$ cat src/rtl/depth_test_buffer_pkg.sv
// Shared render types: depth word, farthest-depth constant and the depth-buffer FSM states.
package depth_test_buffer_pkg;
  localparam int DEPTH_W = 16;
  typedef logic [DEPTH_W-1:0] depth_t;
  localparam depth_t DEPTH_FAR = '1;
  typedef enum logic {IDLE, CLEAR} state_t;
endpackage

$ cat src/rtl/depth_ram.sv
// Depth store: one synchronous write port, one synchronous read port.
// A same-address read and write on one edge returns the old word.
module depth_ram #(
  parameter int DW    = 16,
  parameter int AW    = 4,
  parameter int DEPTH = 16
) (
  input  logic          clk,
  input  logic          we,
  input  logic [AW-1:0] waddr,
  input  logic [DW-1:0] wdata,
  input  logic          re,
  input  logic [AW-1:0] raddr,
  output logic [DW-1:0] rdata
);
  logic [DW-1:0] mem [DEPTH];

  always_ff @(posedge clk) begin
    if (we) mem[waddr] <= wdata;
    if (re) rdata <= mem[raddr];
  end
endmodule

$ cat src/rtl/depth_test_buffer.sv
// Read-compare-write depth test for rasterizer fragments, 2-cycle latency, no backpressure.
// A clear command walks the store writing the farthest depth; fragments arriving meanwhile are dropped.
module depth_test_buffer
  import depth_test_buffer_pkg::*;
#(
  parameter int DEPTH_WIDTH   = 16,
  parameter int FB_ADDR_WIDTH = 4,
  parameter int FB_SIZE       = 16
) (
  input  logic                     clk,
  input  logic                     rst,
  input  logic [FB_ADDR_WIDTH-1:0] fb_addr,
  input  logic                     fb_write_enable,
  input  logic [DEPTH_WIDTH-1:0]   depth_data,
  input  logic                     clear_start,
  output logic                     pixel_write,
  output logic [FB_ADDR_WIDTH-1:0] pixel_addr,
  output logic [DEPTH_WIDTH-1:0]   pixel_depth,
  output logic                     busy,
  output logic                     clear_done,
  output logic                     frag_dropped
);
  localparam int AW = FB_ADDR_WIDTH;
  localparam int DW = DEPTH_WIDTH;
  localparam logic [AW:0]   SIZE = (AW+1)'(FB_SIZE);
  localparam logic [AW-1:0] LAST = AW'(FB_SIZE - 1);

  state_t          state_q, state_d;
  logic [AW-1:0]   clr_cnt;
  logic            clr_last, clear_done_d;
  logic            addr_ok, accept, drop;
  logic            s1_vld;
  logic [AW-1:0]   s1_addr;
  logic [DW-1:0]   s1_depth;
  logic [DW-1:0]   rd_data, stored;
  logic            s1_pass;
  logic            ram_we;
  logic [AW-1:0]   ram_waddr;
  logic [DW-1:0]   ram_wdata;

  assign busy     = (state_q == CLEAR);
  assign clr_last = (clr_cnt == LAST);
  assign addr_ok  = ({1'b0, fb_addr} < SIZE);
  // An accepted clear_start takes priority over a fragment in the same cycle.
  assign accept   = fb_write_enable && (state_q == IDLE) && !clear_start && addr_ok;
  assign drop     = fb_write_enable && !accept;

  always_comb begin
    state_d      = state_q;
    clear_done_d = 1'b0;
    case (state_q)
      IDLE:  if (clear_start) state_d = CLEAR;
      CLEAR: if (clr_last) begin
        state_d      = IDLE;
        clear_done_d = 1'b1;
      end
      default: state_d = IDLE;
    endcase
  end

  // The pixel output registers double as the forwarding register: they hold the
  // word written on the same edge the next fragment's RAM read saw stale data.
  assign stored  = (pixel_write && (pixel_addr == s1_addr)) ? pixel_depth : rd_data;
  assign s1_pass = s1_vld && (s1_depth < stored);

  // Stage 1 is never valid while clearing, so the write port never collides.
  assign ram_we    = busy || s1_pass;
  assign ram_waddr = busy ? clr_cnt : s1_addr;
  assign ram_wdata = busy ? '1 : s1_depth;

  depth_ram #(.DW(DW), .AW(AW), .DEPTH(FB_SIZE)) u_ram (
    .clk   (clk),
    .we    (ram_we),
    .waddr (ram_waddr),
    .wdata (ram_wdata),
    .re    (accept),
    .raddr (fb_addr),
    .rdata (rd_data)
  );

  always_ff @(posedge clk) begin
    if (rst) begin
      state_q      <= IDLE;
      clr_cnt      <= '0;
      clear_done   <= 1'b0;
      s1_vld       <= 1'b0;
      s1_addr      <= '0;
      s1_depth     <= '0;
      pixel_write  <= 1'b0;
      pixel_addr   <= '0;
      pixel_depth  <= '0;
      frag_dropped <= 1'b0;
    end else begin
      state_q    <= state_d;
      clear_done <= clear_done_d;
      if (busy) clr_cnt <= clr_last ? '0 : clr_cnt + 1'b1;
      s1_vld <= accept;
      if (accept) begin
        s1_addr  <= fb_addr;
        s1_depth <= depth_data;
      end
      pixel_write <= s1_pass;
      if (s1_pass) begin
        pixel_addr  <= s1_addr;
        pixel_depth <= s1_depth;
      end
      if (drop) frag_dropped <= 1'b1;
    end
  end
endmodule
$ cat config.mk
export PLATFORM = sky130hd
export DESIGN_NAME = depth_test_buffer
export DESIGN_NICKNAME = d
export VERILOG_FILES = /design/src/rtl/depth_test_buffer_pkg.sv /design/src/rtl/depth_ram.sv /design/src/rtl/depth_test_buffer.sv
export SDC_FILE = /design/constraint.sdc
export NUM_CORES = 1
export LEC_CHECK = 0
export CORE_UTILIZATION = 57
export CTS_BUF_LIST = sky130_fd_sc_hd__clkbuf_2 sky130_fd_sc_hd__clkbuf_4 sky130_fd_sc_hd__clkbuf_8
export DETAILED_ROUTE_END_ITERATION = 7
export PLACE_DENSITY = 0.78
export SYNTH_ARGS = -nofsm -noshare
export SYNTH_HDL_FRONTEND = slang
export SYNTH_HIERARCHICAL = 1
export SYNTH_SLANG_ARGS = --single-unit
$ cat constraint.sdc
create_clock -name clk -period 4.9 [get_ports clk]
set_input_delay 1.225 -clock clk [delete_from_list [all_inputs] [get_ports clk]]
set_output_delay 1.225 -clock clk [all_outputs]
set_load 0.05 [all_outputs]
==> impl_metrics.env <==
export IMPL_post_synth_top_area_cell="edfxtp_1"
export IMPL_final_cell_mix="272 x edfxtp_1, 65 x nand2_1, 54 x mux4_2"
export IMPL_grt_max_degree=70
export IMPL_final_common_cell="edfxtp_1"
export IMPL_power_density_nw_per_um2=381
export IMPL_reg2reg_slack_ns=0.61
export IMPL_tns_ns=0
export IMPL_cts_hold_buf=0
export IMPL_ys_seq_area_share_pct=71.4
export IMPL_relSlewSlack_pct=36.2
export IMPL_cts_buffers=48
export IMPL_drt_initial_drc_count=595
export IMPL_hold_viol_final=0
export IMPL_worst_pin_slew_ns=0.957
export IMPL_reg2reg_from="s1_addr[3]$_SDFFE_PP0P_"
export IMPL_r2r_cells=14
export IMPL_clock_sinks=321
export IMPL_via_count=6966
export IMPL_cts_root_buf="clkbuf_8"
export IMPL_core_um2=22000
export IMPL_timing_rr_end="u_ram/mem[15][8]$_DFFE_PP_"
export IMPL_dr_pass1_iters=7
export IMPL_syn_nets=767
export IMPL_yosysTopAreaCellShare_pct=63.8
export IMPL_drt_wl_total_um=27600
export IMPL_status="finished with violations"
export IMPL_io_buffers=47
export IMPL_die_area_um2=23100
export IMPL_irDropWorstVdd_v=0.000177
export IMPL_initial_utilization_pct=58.3
export IMPL_drcViolationCount=22
export IMPL_critPathLaunchType="register"
export IMPL_syn_area_um2=12800
export IMPL_hp_start="frag_dropped$_SDFFE_PP0P_"
export IMPL_grt_pass1_wl_um=42300
export IMPL_viasPerCell=6.15
export IMPL_postLayoutCellArea_um2=14600
export IMPL_finClkSkew_ns=0.0218
export IMPL_fmax_mhz=233
export IMPL_hp_class="register to register"
export IMPL_drive_gt1_share_pct=23.1
export IMPL_setup_viol=0
export IMPL_worst_setup_path_end_kind="register"
export IMPL_grt_overflow_total=0
export IMPL_syn_to_final_growth_pct=14.4
export IMPL_wire_per_inst_um=24.4
export IMPL_max_cap_viol_count=0
export IMPL_finalCritPeriodShare_pct=87.5
export IMPL_postCtsResizedCells=0
export IMPL_cp_max_fo=11
export IMPL_cts_tree="done"
export IMPL_synthTopCellsByArea="edfxtp_1 64%, mux4_2 9.5%, dfxtp_1 7.7%, mux2i_1 2.9%, mux4_1 2.1%"
export IMPL_post_cts_setup_buffers=0
export IMPL_fillers=1385
export IMPL_grt_pass1_vias=7262
export IMPL_clkLatencyLatePin_ns=0.57
export IMPL_hold_depth=2
export IMPL_crit_type="register to register"
export IMPL_final_max_slew_violation_count=0
export IMPL_grt_use_total_pct=24.9
export IMPL_yosys_warnings=6
export IMPL_layout_min_cycle_time_ns=4.29
export IMPL_die_w_um=152
export IMPL_rsz0062_at_grt="no"
export IMPL_rows=54
export IMPL_num_antenna_cells=0
export IMPL_placed_area_um2=13700
export IMPL_avgSynthCellArea_um2=17.6
export IMPL_p_leak_nw=4.92
export IMPL_htreeDepth=2
export IMPL_syn_inst=727
export IMPL_hold_end="frag_dropped$_SDFFE_PP0P_"
export IMPL_clkTransAtPathRegs_ns=0.06
export IMPL_worst_endpoint_arrival_ns=4.53
export IMPL_clockBufferDepth=3
export IMPL_nets=859
export IMPL_antenna_found_initial=0
export IMPL_place_gp_congestion=0.969
export IMPL_hpwl_um=17600
export IMPL_required_ns=5.14
export IMPL_violations="design-rule violations"
export IMPL_ant_nets=0
export IMPL_ys_types=42
export IMPL_ios=48
export IMPL_die_height_um=152
export IMPL_ys_seq_elements=321
-- logic make-up after synthesis --
kind of cell               after synthesis  synth area share [%]
DFF                                    321                  71.4
adders and majority gates               16                  1.56
xor gates and xnor gates                 5                 0.342
AOI/OAI and AO/OA                       74                  3.78
buffers and inverters                   42                  1.71
muxes                                  104                  14.7
and+or+nand+nor                        165                  6.47
-- critical path: stages (launching register included) --
cell	delay [ns]
dfxtp_1	0.34
xor2_1	0.20
nor4_4	0.61
buf_4	0.33
mux2i_1	0.21
ha_1	0.26
a211oi_1	0.21
o22ai_1	0.11
a31oi_1	0.19
nand2_1	0.09
a41oi_2	0.17
or2_1	0.22
nand3_1	0.19
nor2_1	0.49
buf_4	0.33
-- synthesized netlist by cell type --
cell	instances
edfxtp_1	272
nand2_1	65
mux4_2	54
dfxtp_1	49
nand2b_1	42
mux2i_1	37
a22oi_1	33
a21oi_1	28
clkbuf_1	21
nor2_1	21
ha_1	16
or2_2	16
mux4_1	10
buf_6	6
nor3_1	6
buf_1	4
buf_2	4
nor2b_1	4
o21ai_0	4
xor2_1	4
buf_4	3
mux2_2	3
inv_1	2
inv_2	2
nand3b_1	2
nand4_1	2
o211ai_1	2
a211o_1	1
a211oi_1	1
a21o_1	1
a311oi_1	1
a31oi_1	1
a41oi_2	1
and2_1	1
nand3_1	1
nor4_1	1
nor4_4	1
o22ai_1	1
or2_1	1
or3_1	1
or3b_2	1
xnor2_1	1
-- final cells by class --
type / count / area, µm² / area share (%)
clock inverter: 15 / 113 / 0.769
multi-input combinational: 364 / 3460 / 23.6
tap: 280 / 350 / 2.39
timing repair buffer: 80 / 718 / 4.90
sequential: 321 / 9150 / 62.5
inverter: 4 / 15.0 / 0.103
clock buffer: 69 / 843 / 5.76
-- metrics by stage --
step	utilization [%]	setup WS (ns)	std cells	total power, W	hold slack, ns
finish	66.7	0.614	1133	0.00558	0.485
floorplan	-	0.111	727	0.00336	0.458
detailed placement	62.4	0.655	1049	0.00350	0.477
global route	66.7	0.337	1133	0.00576	0.528
global placement	62.4	0.843	1049	0.00348	0.454
CTS	66.7	0.616	1133	0.00562	0.491
-- worst max-delay path by stage --
| stage | from | to | depth (start not counted) |
|---|---|---|---|
| floorplan | pixel_addr[3]$_SDFFE_PP0P_ | u_ram/mem[12][0]$_DFFE_PP_ | 13 |
| global placement | s1_addr[3]$_SDFFE_PP0P_ | u_ram/mem[0][2]$_DFFE_PP_ | 14 |
| detailed placement | s1_addr[3]$_SDFFE_PP0P_ | u_ram/mem[15][11]$_DFFE_PP_ | 14 |
| CTS | s1_addr[3]$_SDFFE_PP0P_ | u_ram/mem[15][8]$_DFFE_PP_ | 14 |
| global route | s1_addr[3]$_SDFFE_PP0P_ | u_ram/mem[15][10]$_DFFE_PP_ | 14 |
| finish | s1_addr[3]$_SDFFE_PP0P_ | u_ram/mem[15][8]$_DFFE_PP_ | 14 |
-- flip-flops by register name, summed over array words and instances (netlist names) --
signal and cells:
u_ram/mem 256, pixel_depth 16, s1_depth 16, u_ram/rdata 16
clr_cnt 4, pixel_addr 4, s1_addr 4, busy 1
clear_done 1, frag_dropped 1, pixel_write 1, s1_vld 1
-- power breakdown --
group / internal, W / switching [W]
clock: 0.00117 / 0.000978
sequential: 0.00304 / 0.0000234
combinational: 0.000144 / 0.000231
-- routing by layer --
layer	GRT usage, %	routed length (µm)	vias to the layer above
met5	0	0	-
met2	41.4	13800	294
met1	32.6	11100	3566
li1	-	-	3042
met3	5.25	1980	64
met4	9.77	790	0
(Power assumes the default switching activity.)
